==> src/rtl/vga_sync_timing_pkg.sv <==
// Shared 640x480@60 raster constants, the counter width and the output bundle
// used by the VGA sync timing generator.
package vga_timing_pkg;

    localparam int unsigned CNT_W = 10;

    localparam int unsigned VGA_WIDTH         = 640;
    localparam int unsigned VGA_HEIGHT        = 480;
    localparam int unsigned VGA_H_FRONT_PORCH = 16;
    localparam int unsigned VGA_H_SYNC_WIDTH  = 96;
    localparam int unsigned VGA_H_BACK_PORCH  = 48;
    localparam int unsigned VGA_V_FRONT_PORCH = 10;
    localparam int unsigned VGA_V_SYNC_WIDTH  = 2;
    localparam int unsigned VGA_V_BACK_PORCH  = 33;

    typedef struct packed {
        logic       screen_end;
        logic       active;
        logic       h_sync;
        logic       v_sync;
        logic [9:0] x;
        logic [8:0] y;
    } vga_out_t;

    // Idle levels: syncs deasserted (high), no video, coordinates parked at 0.
    localparam vga_out_t VGA_OUT_RESET = '{
        screen_end: 1'b0,
        active:     1'b0,
        h_sync:     1'b1,
        v_sync:     1'b1,
        x:          '0,
        y:          '0
    };

    function automatic logic in_window(input logic [CNT_W-1:0] value,
                                       input int unsigned      lo,
                                       input int unsigned      hi);
        return (value >= CNT_W'(lo)) && (value < CNT_W'(hi));
    endfunction

endpackage

==> src/rtl/vga_sync_timing_axis_counter.sv <==
// Wrapping modulo-N counter with count enable and a terminal-count flag; one
// instance per raster axis.
module vga_axis_counter
    import vga_timing_pkg::*;
#(
    parameter int unsigned MODULUS = 800
) (
    input  logic             clk,
    input  logic             rst,
    input  logic             en,
    output logic [CNT_W-1:0] count,
    output logic             last
);

    localparam logic [CNT_W-1:0] LAST_VALUE = CNT_W'(MODULUS - 1);

    logic [CNT_W-1:0] count_q;
    logic [CNT_W-1:0] count_d;

    // Terminal count is not gated by en so it can feed the next axis' enable.
    assign last  = (count_q == LAST_VALUE);
    assign count = count_q;

    always_comb begin
        count_d = count_q;
        if (en) begin
            count_d = last ? '0 : count_q + CNT_W'(1);
        end
    end

    always_ff @(posedge clk or posedge rst) begin
        if (rst) begin
            count_q <= '0;
        end else begin
            count_q <= count_d;
        end
    end

endmodule

==> src/rtl/vga_sync_timing.sv <==
// VGA raster timing generator (640x480@60 by default) from a 25 MHz pixel clock.
// Define VGA_SYNC_REG_OUT_EN to register all outputs (one extra clk25 of latency).
module vga_sync_timing
    import vga_timing_pkg::*;
#(
    parameter int unsigned WIDTH         = VGA_WIDTH,
    parameter int unsigned HEIGHT        = VGA_HEIGHT,
    parameter int unsigned H_FRONT_PORCH = VGA_H_FRONT_PORCH,
    parameter int unsigned H_SYNC_WIDTH  = VGA_H_SYNC_WIDTH,
    parameter int unsigned H_BACK_PORCH  = VGA_H_BACK_PORCH,
    parameter int unsigned V_FRONT_PORCH = VGA_V_FRONT_PORCH,
    parameter int unsigned V_SYNC_WIDTH  = VGA_V_SYNC_WIDTH,
    parameter int unsigned V_BACK_PORCH  = VGA_V_BACK_PORCH
) (
    input  logic       clk25,
    input  logic       reset,
    output logic       screenEnd,
    output logic       active,
    output logic       hSync,
    output logic       vSync,
    output logic [9:0] x,
    output logic [8:0] y
);

    localparam int unsigned H_TOTAL = WIDTH + H_FRONT_PORCH + H_SYNC_WIDTH + H_BACK_PORCH;
    localparam int unsigned V_TOTAL = HEIGHT + V_FRONT_PORCH + V_SYNC_WIDTH + V_BACK_PORCH;
    localparam int unsigned H_SYNC_START = WIDTH + H_FRONT_PORCH;
    localparam int unsigned V_SYNC_START = HEIGHT + V_FRONT_PORCH;

    logic [CNT_W-1:0] h_count;
    logic [CNT_W-1:0] v_count;
    logic             h_last;
    logic             v_last_unused;

    vga_out_t out_d;
    vga_out_t out_s;

    vga_axis_counter #(.MODULUS(H_TOTAL)) u_h_counter (
        .clk   (clk25),
        .rst   (reset),
        .en    (1'b1),
        .count (h_count),
        .last  (h_last)
    );

    vga_axis_counter #(.MODULUS(V_TOTAL)) u_v_counter (
        .clk   (clk25),
        .rst   (reset),
        .en    (h_last),
        .count (v_count),
        .last  (v_last_unused)
    );

    // Reset gates the decode so outputs idle while the counters sit at zero.
    always_comb begin
        out_d = VGA_OUT_RESET;
        if (!reset) begin
            out_d.active     = (h_count < CNT_W'(WIDTH)) && (v_count < CNT_W'(HEIGHT));
            out_d.h_sync     = !in_window(h_count, H_SYNC_START, H_SYNC_START + H_SYNC_WIDTH);
            out_d.v_sync     = !in_window(v_count, V_SYNC_START, V_SYNC_START + V_SYNC_WIDTH);
            out_d.screen_end = (h_count == '0) && (v_count == CNT_W'(HEIGHT));
            out_d.x          = h_count;
            out_d.y          = v_count[8:0];
        end
    end

`ifdef VGA_SYNC_REG_OUT_EN
    vga_out_t out_q;

    always_ff @(posedge clk25 or posedge reset) begin
        if (reset) begin
            out_q <= VGA_OUT_RESET;
        end else begin
            out_q <= out_d;
        end
    end

    assign out_s = out_q;
`else
    assign out_s = out_d;
`endif

    assign screenEnd = out_s.screen_end;
    assign active    = out_s.active;
    assign hSync     = out_s.h_sync;
    assign vSync     = out_s.v_sync;
    assign x         = out_s.x;
    assign y         = out_s.y;

endmodule

==> config.mk <==
export PLATFORM = sky130hd
export DESIGN_NAME = vga_sync_timing
export DESIGN_NICKNAME = d
export VERILOG_FILES = /design/src/rtl/vga_sync_timing_pkg.sv /design/src/rtl/vga_sync_timing_axis_counter.sv /design/src/rtl/vga_sync_timing.sv
export SDC_FILE = /design/constraint.sdc
export NUM_CORES = 1
export LEC_CHECK = 0
export CELL_PAD_IN_SITES_DETAIL_PLACEMENT = 0
export CELL_PAD_IN_SITES_GLOBAL_PLACEMENT = 1
export CORE_MARGIN = 2
export CORE_UTILIZATION = 46
export CTS_CLUSTER_DIAMETER = 60
export CTS_CLUSTER_SIZE = 25
export DETAILED_ROUTE_END_ITERATION = 10
export DONT_BUFFER_PORTS = 1
export PLACE_DENSITY = 0.8
export SYNTH_ARGS = -nofsm -noshare
export SYNTH_HDL_FRONTEND = slang
export SYNTH_SLANG_ARGS = --single-unit
==> constraint.sdc <==
create_clock -name clk25 -period 2.8 [get_ports clk25]
set_input_delay 0.42 -clock clk25 [delete_from_list [all_inputs] [get_ports clk25]]
set_output_delay 0.42 -clock clk25 [all_outputs]
set_load 0.02 [all_outputs]
---- Word level (Yosys, flattened, before mapping) ----
Cells that the tools add are included.
storage, ports and cells
  logic and storage cells ................. 23
  register bits after elaboration ......... 20
  output and inout bits ................... 23
cells by class
  mux-type cells .......................... 3
  add/sub/neg operators ................... 2
  eq/ne operators ......................... 3
  magnitude comparators ................... 6
  reduce and logical (&&, ||, !) cells .... 7
operators with widths
  cell                                                                count
  2-to-1 mux 23 bit                                                   1
  adder 10 x 1 -> 10 bit, second input constant                       2
  == test 10 bit, second input constant                               2
  < comparator 10 bit, second input constant                          2
  < comparator 10 x 9 -> 1 bit, second input constant                 2
  2-to-1 mux 10 bit                                                   2
  == test 10 x 9 -> 1 bit, second input constant                      1
  greater-or-equal comparator 10 bit, second input constant           1
  greater-or-equal comparator 10 x 9 -> 1 bit, second input constant  1
  logical NOT 10 bit                                                  1
  logical AND 1 bit                                                   4
  logical NOT 1 bit                                                   2

---- Longest topological paths before layout ----
  depth after elaboration ................. 4
  depth in mapped cells ................... 6
  gate-level depth less buffers ........... 6

---- By module ----
From an unflattened synthesis, not the netlist that was laid out.
unflattened totals
  cells, all modules ...................... 144
  area total of the unflattened synthesis .. 1270.0 µm²
by module, submodules not included
  module                          area an instance (µm²)  seq. area each (µm²)  cells each  instances
  vga_axis_counter (u_v_counter)  536.8                   250.2                 55          1
  vga_axis_counter (u_h_counter)  510.5                   250.2                 51          1
  vga_sync_timing                 222.7                   0.0                   38          1

---- Least setup slack after synthesis ----
OpenSTA, ideal clock, no wires.
  kind .................................... reg2reg
  start point ............................. register u_h_counter.count_q[5] (netlist: u_h_counter.count[5])
  end point ............................... register u_v_counter.count_q[9] (netlist: u_v_counter.count[9])
  arrival ................................. 2.030 ns
  stages on the path, launching flop included .. 5
  library setup time ...................... 0.087 ns
  setup slack ............................. 0.683 ns
  cell sequence ........................... dfrtp_1 > or4b_4 > or3_4 > or4_1 > a22oi_1
between the ends
  cells in the longest elaborated chain, start to end .. 1
ends and longest elaborated chain
  what                    line                                source
  from (decl)             vga_sync_timing_axis_counter.sv:17  logic [CNT_W-1:0] count_q;
  from (signal assigned)  vga_sync_timing_axis_counter.sv:35  count_q <= count_d;
  == test 10 bit          vga_sync_timing_axis_counter.sv:21  assign last = (count_q == LAST_VALUE);
  to (signal assigned)    vga_sync_timing_axis_counter.sv:35
  to (decl)               vga_sync_timing_axis_counter.sv:17
No other way between the ends.
A chain may end at the register's enable or synchronous reset.

---- Worst setup path in the final report ----
Same ends and word-level chain as after synthesis.

==> flow_metrics.env <==
export IMPL_status="finished clean"
export IMPL_dieArea_um2=3020
export IMPL_synthMuxAreaShare=0
export IMPL_timing_final_crit_share=0.798
export IMPL_wl_met3_um=104
export IMPL_tritoncts="yes"
export IMPL_boundaryPins=25
export IMPL_initial_core_util=0.483
export IMPL_synth_seq_cells=20
export IMPL_async_flop_share=1.00
export IMPL_p_leak_nw=0.534
export IMPL_finalCriticalPeriod_ns=2.24
export IMPL_n_antenna_cell=0
export IMPL_via_per_inst=5.72
export IMPL_grt_pass1_vias=872
export IMPL_h_tree_depth=1
export IMPL_relSlewSlack=0.502
export IMPL_syn_area_per_cell_um2=8.80
export IMPL_worst_pin_slew_ns=0.745
export IMPL_postRouteWirelength_um=2570
export IMPL_synth_edf_count=0
export IMPL_slew_violations=0
export IMPL_setup_tns_ns=0
export IMPL_coreArea_um2=2480
export IMPL_cts_sinks=20
export IMPL_instances_no_fill=166
export IMPL_fmaxAchievable_mhz=447
export IMPL_post_cts_buffers=0
export IMPL_synthSimpleGateAreaFrac=0.372
export IMPL_cts_root_buf="clkbuf_4"
export IMPL_wl_per_cell_um=15.5
export IMPL_synth_compound_area_frac=0.0565
export IMPL_synth_nets=142
export IMPL_wl_met1_um=1370
export IMPL_grt_max_degree=22
export IMPL_setup_viol=0
export IMPL_synthFlopType="dfrtp_1"
export IMPL_total_power_w=0.000438
export IMPL_yosysWarnings=0
export IMPL_cp_arrival_ns=2.46
export IMPL_synthAdderAreaFrac=0.0418
export IMPL_hpwlAfterDp_um=1880
export IMPL_route_top_layer_used="met4"
export IMPL_post_place_cells=163
export IMPL_syn_to_final_growth_pct=4.08
export IMPL_antenna_found_initial=0
export IMPL_end_kind="register"
export IMPL_insertion_delay_ns=0.30
export IMPL_cts_resized=0
export IMPL_cts_hold_buf=0
export IMPL_drc_errors=0
export IMPL_whs_ns=0.128
export IMPL_dr_total_vias=949
export IMPL_synth_xor_area_frac=0.0732
export IMPL_cp_start_kind="register"
export IMPL_clk_pin_slew_ns=0.11
export IMPL_std_cell_rows=18
export IMPL_ys_types=29
export IMPL_max_cap_violations=0
export IMPL_cp_required_ns=3.02
export IMPL_route_met2_wl_um=1070
export IMPL_fin_skew_ns=0.00289
export IMPL_rsz0062_at_grt="false"
export IMPL_grt_pass1_wl_um=4120
export IMPL_cts_path_max_buffers=2
export IMPL_fp_dieH_um=55.0
export IMPL_grt_overflow_total=0
export IMPL_ant_nets=0
export IMPL_syn_inst=136
export IMPL_synth_area_um2=1200
export IMPL_port_buffers=0
export IMPL_hold_path_class="input port to async pin"
export IMPL_finalNetCount=144
export IMPL_track_usage=0.196
export IMPL_yosysSeqAreaShare=0.418
export IMPL_cts_buffers=3
export IMPL_synth_top_family_by_area="simple AND/OR/NAND/NOR gates"
export IMPL_num_fill_cells=257
export IMPL_crit_fanout=8
export IMPL_path_class="register to register"
export IMPL_die_x_um=55.0
export IMPL_max_vdd_ir_drop_v=0.000211
export IMPL_power_density_nw_per_um2=352
export IMPL_drive_gt1_frac=0.0588
export IMPL_drtPass1Iterations=4
export IMPL_final_core_util=0.503
export IMPL_drt_iter0_drc=10
export IMPL_place_congestion=0.810
export IMPL_final_hold_violation_count=0
[power by group]
| group | internal (W) | total [W] | switching [W] | leakage [nW] |
|---|---|---|---|---|
| sequential | 0.000289 | 0.000289 | 0 | 0.265 |
| clock | 0.0000502 | 0.000137 | 0.0000872 | 0.0138 |
| combinational | 0.00000128 | 0.0000119 | 0.0000106 | 0.255 |
| total | 0.000340 | 0.000438 | 0.0000978 | 0.534 |
[cell type report]
type | count | area (µm²) | share of cell area
timing repair buffer | 1 | 7.51 | 0.00603
multi-input combinational | 105 | 651 | 0.523
inverter | 7 | 26.3 | 0.0211
clock buffer | 3 | 22.5 | 0.0181
sequential | 20 | 500 | 0.402
tap | 30 | 37.5 | 0.0302
[through the flow]
step	setup slack [ns]	cell area (µm²)
2_1_floorplan	0.683	1200
3_3_place_gp	0.638	1220
3_5_place_dp	0.603	1220
4_1_cts	0.581	1240
5_1_grt	0.495	1240
6_report	0.564	1240
[worst paths after layout]
kind	from	end	slack, ns	cells past startpoint
setup / recovery	u_h_counter.count[5]$_DFF_PP0_	u_v_counter.count[9]$_DFFE_PP0N_	0.56	4
min in group clk25	u_v_counter.count[7]$_DFFE_PP0N_	u_v_counter.count[7]$_DFFE_PP0N_	0.51	1
setup reg to reg	u_h_counter.count[5]$_DFF_PP0_	u_v_counter.count[9]$_DFFE_PP0N_	0.56	4
hold reg to reg	u_v_counter.count[7]$_DFFE_PP0N_	u_v_counter.count[7]$_DFFE_PP0N_	0.51	1
max in group asynchronous	reset	u_v_counter.count[3]$_DFFE_PP0N_	2.21	1
hold / removal	reset	u_h_counter.count[6]$_DFF_PP0_	0.13	1
[state kept, by name, summed over array words and instances, names as in the netlist]
name	count
u_v_counter.count	10
u_h_counter.count	10
[synthesized netlist by cell type, drive strengths merged (2+ instances only)]
| cell type | n | share of area |
|---|---|---|
| and3 | 4 | 0.021 |
| and4 | 2 | 0.015 |
| clkbuf | 3 | 0.0094 |
| dfrtp | 20 | 0.42 |
| ha | 4 | 0.042 |
| inv | 7 | 0.022 |
| nand2 | 8 | 0.025 |
| nand3 | 15 | 0.063 |
| nand4 | 5 | 0.026 |
| nor2 | 15 | 0.047 |
| nor2b | 13 | 0.068 |
| nor3 | 4 | 0.017 |
| nor4 | 3 | 0.016 |
| o21ai | 7 | 0.029 |
| or3 | 3 | 0.020 |
| or4 | 3 | 0.019 |
| xnor2 | 5 | 0.037 |
| xor2 | 5 | 0.037 |
[layout by cell type (no fill, tap or decap)]
cell type,instances
or4b_4,1
o31ai_1,1
nand3_1,15
and2_1,1
xnor2_1,5
dfrtp_1,20
nand2_1,8
nor2_1,15
nand4_1,5
inv_1,7
or3_1,2
nor3b_1,1
or4_1,3
and4_1,2
buf_4,1
xor2_1,5
or2_2,1
a21bo_2,1
nor3_1,4
o21ai_0,7
nor4bb_1,1
ha_1,4
and3_1,4
clkbuf_4,3
or3_4,1
nor2b_1,13
a22oi_1,1
a21o_1,1
nor4_1,3
[logic make-up after synthesis]
family | Yosys count
simple gates | 80
flops | 20
compound gates | 11
buf+inv | 11
xor+xnor | 10
fa+ha+maj | 4
[worst max-delay path, stage by stage, from the launching register on]
cell and delay (ns):
dfrtp_1 0.48, or4b_4 0.60, or3_4 0.42, or4_1 0.50, a22oi_1 0.16
[metal layers]
layer / vias to the layer above / global-route usage
met3: 4 / 0.0242
li1: 475 / -
met4: 0 / 0.0732
met2: 25 / 0.276
met5: - / 0
met1: 445 / 0.304
(Power assumes the default switching activity.)
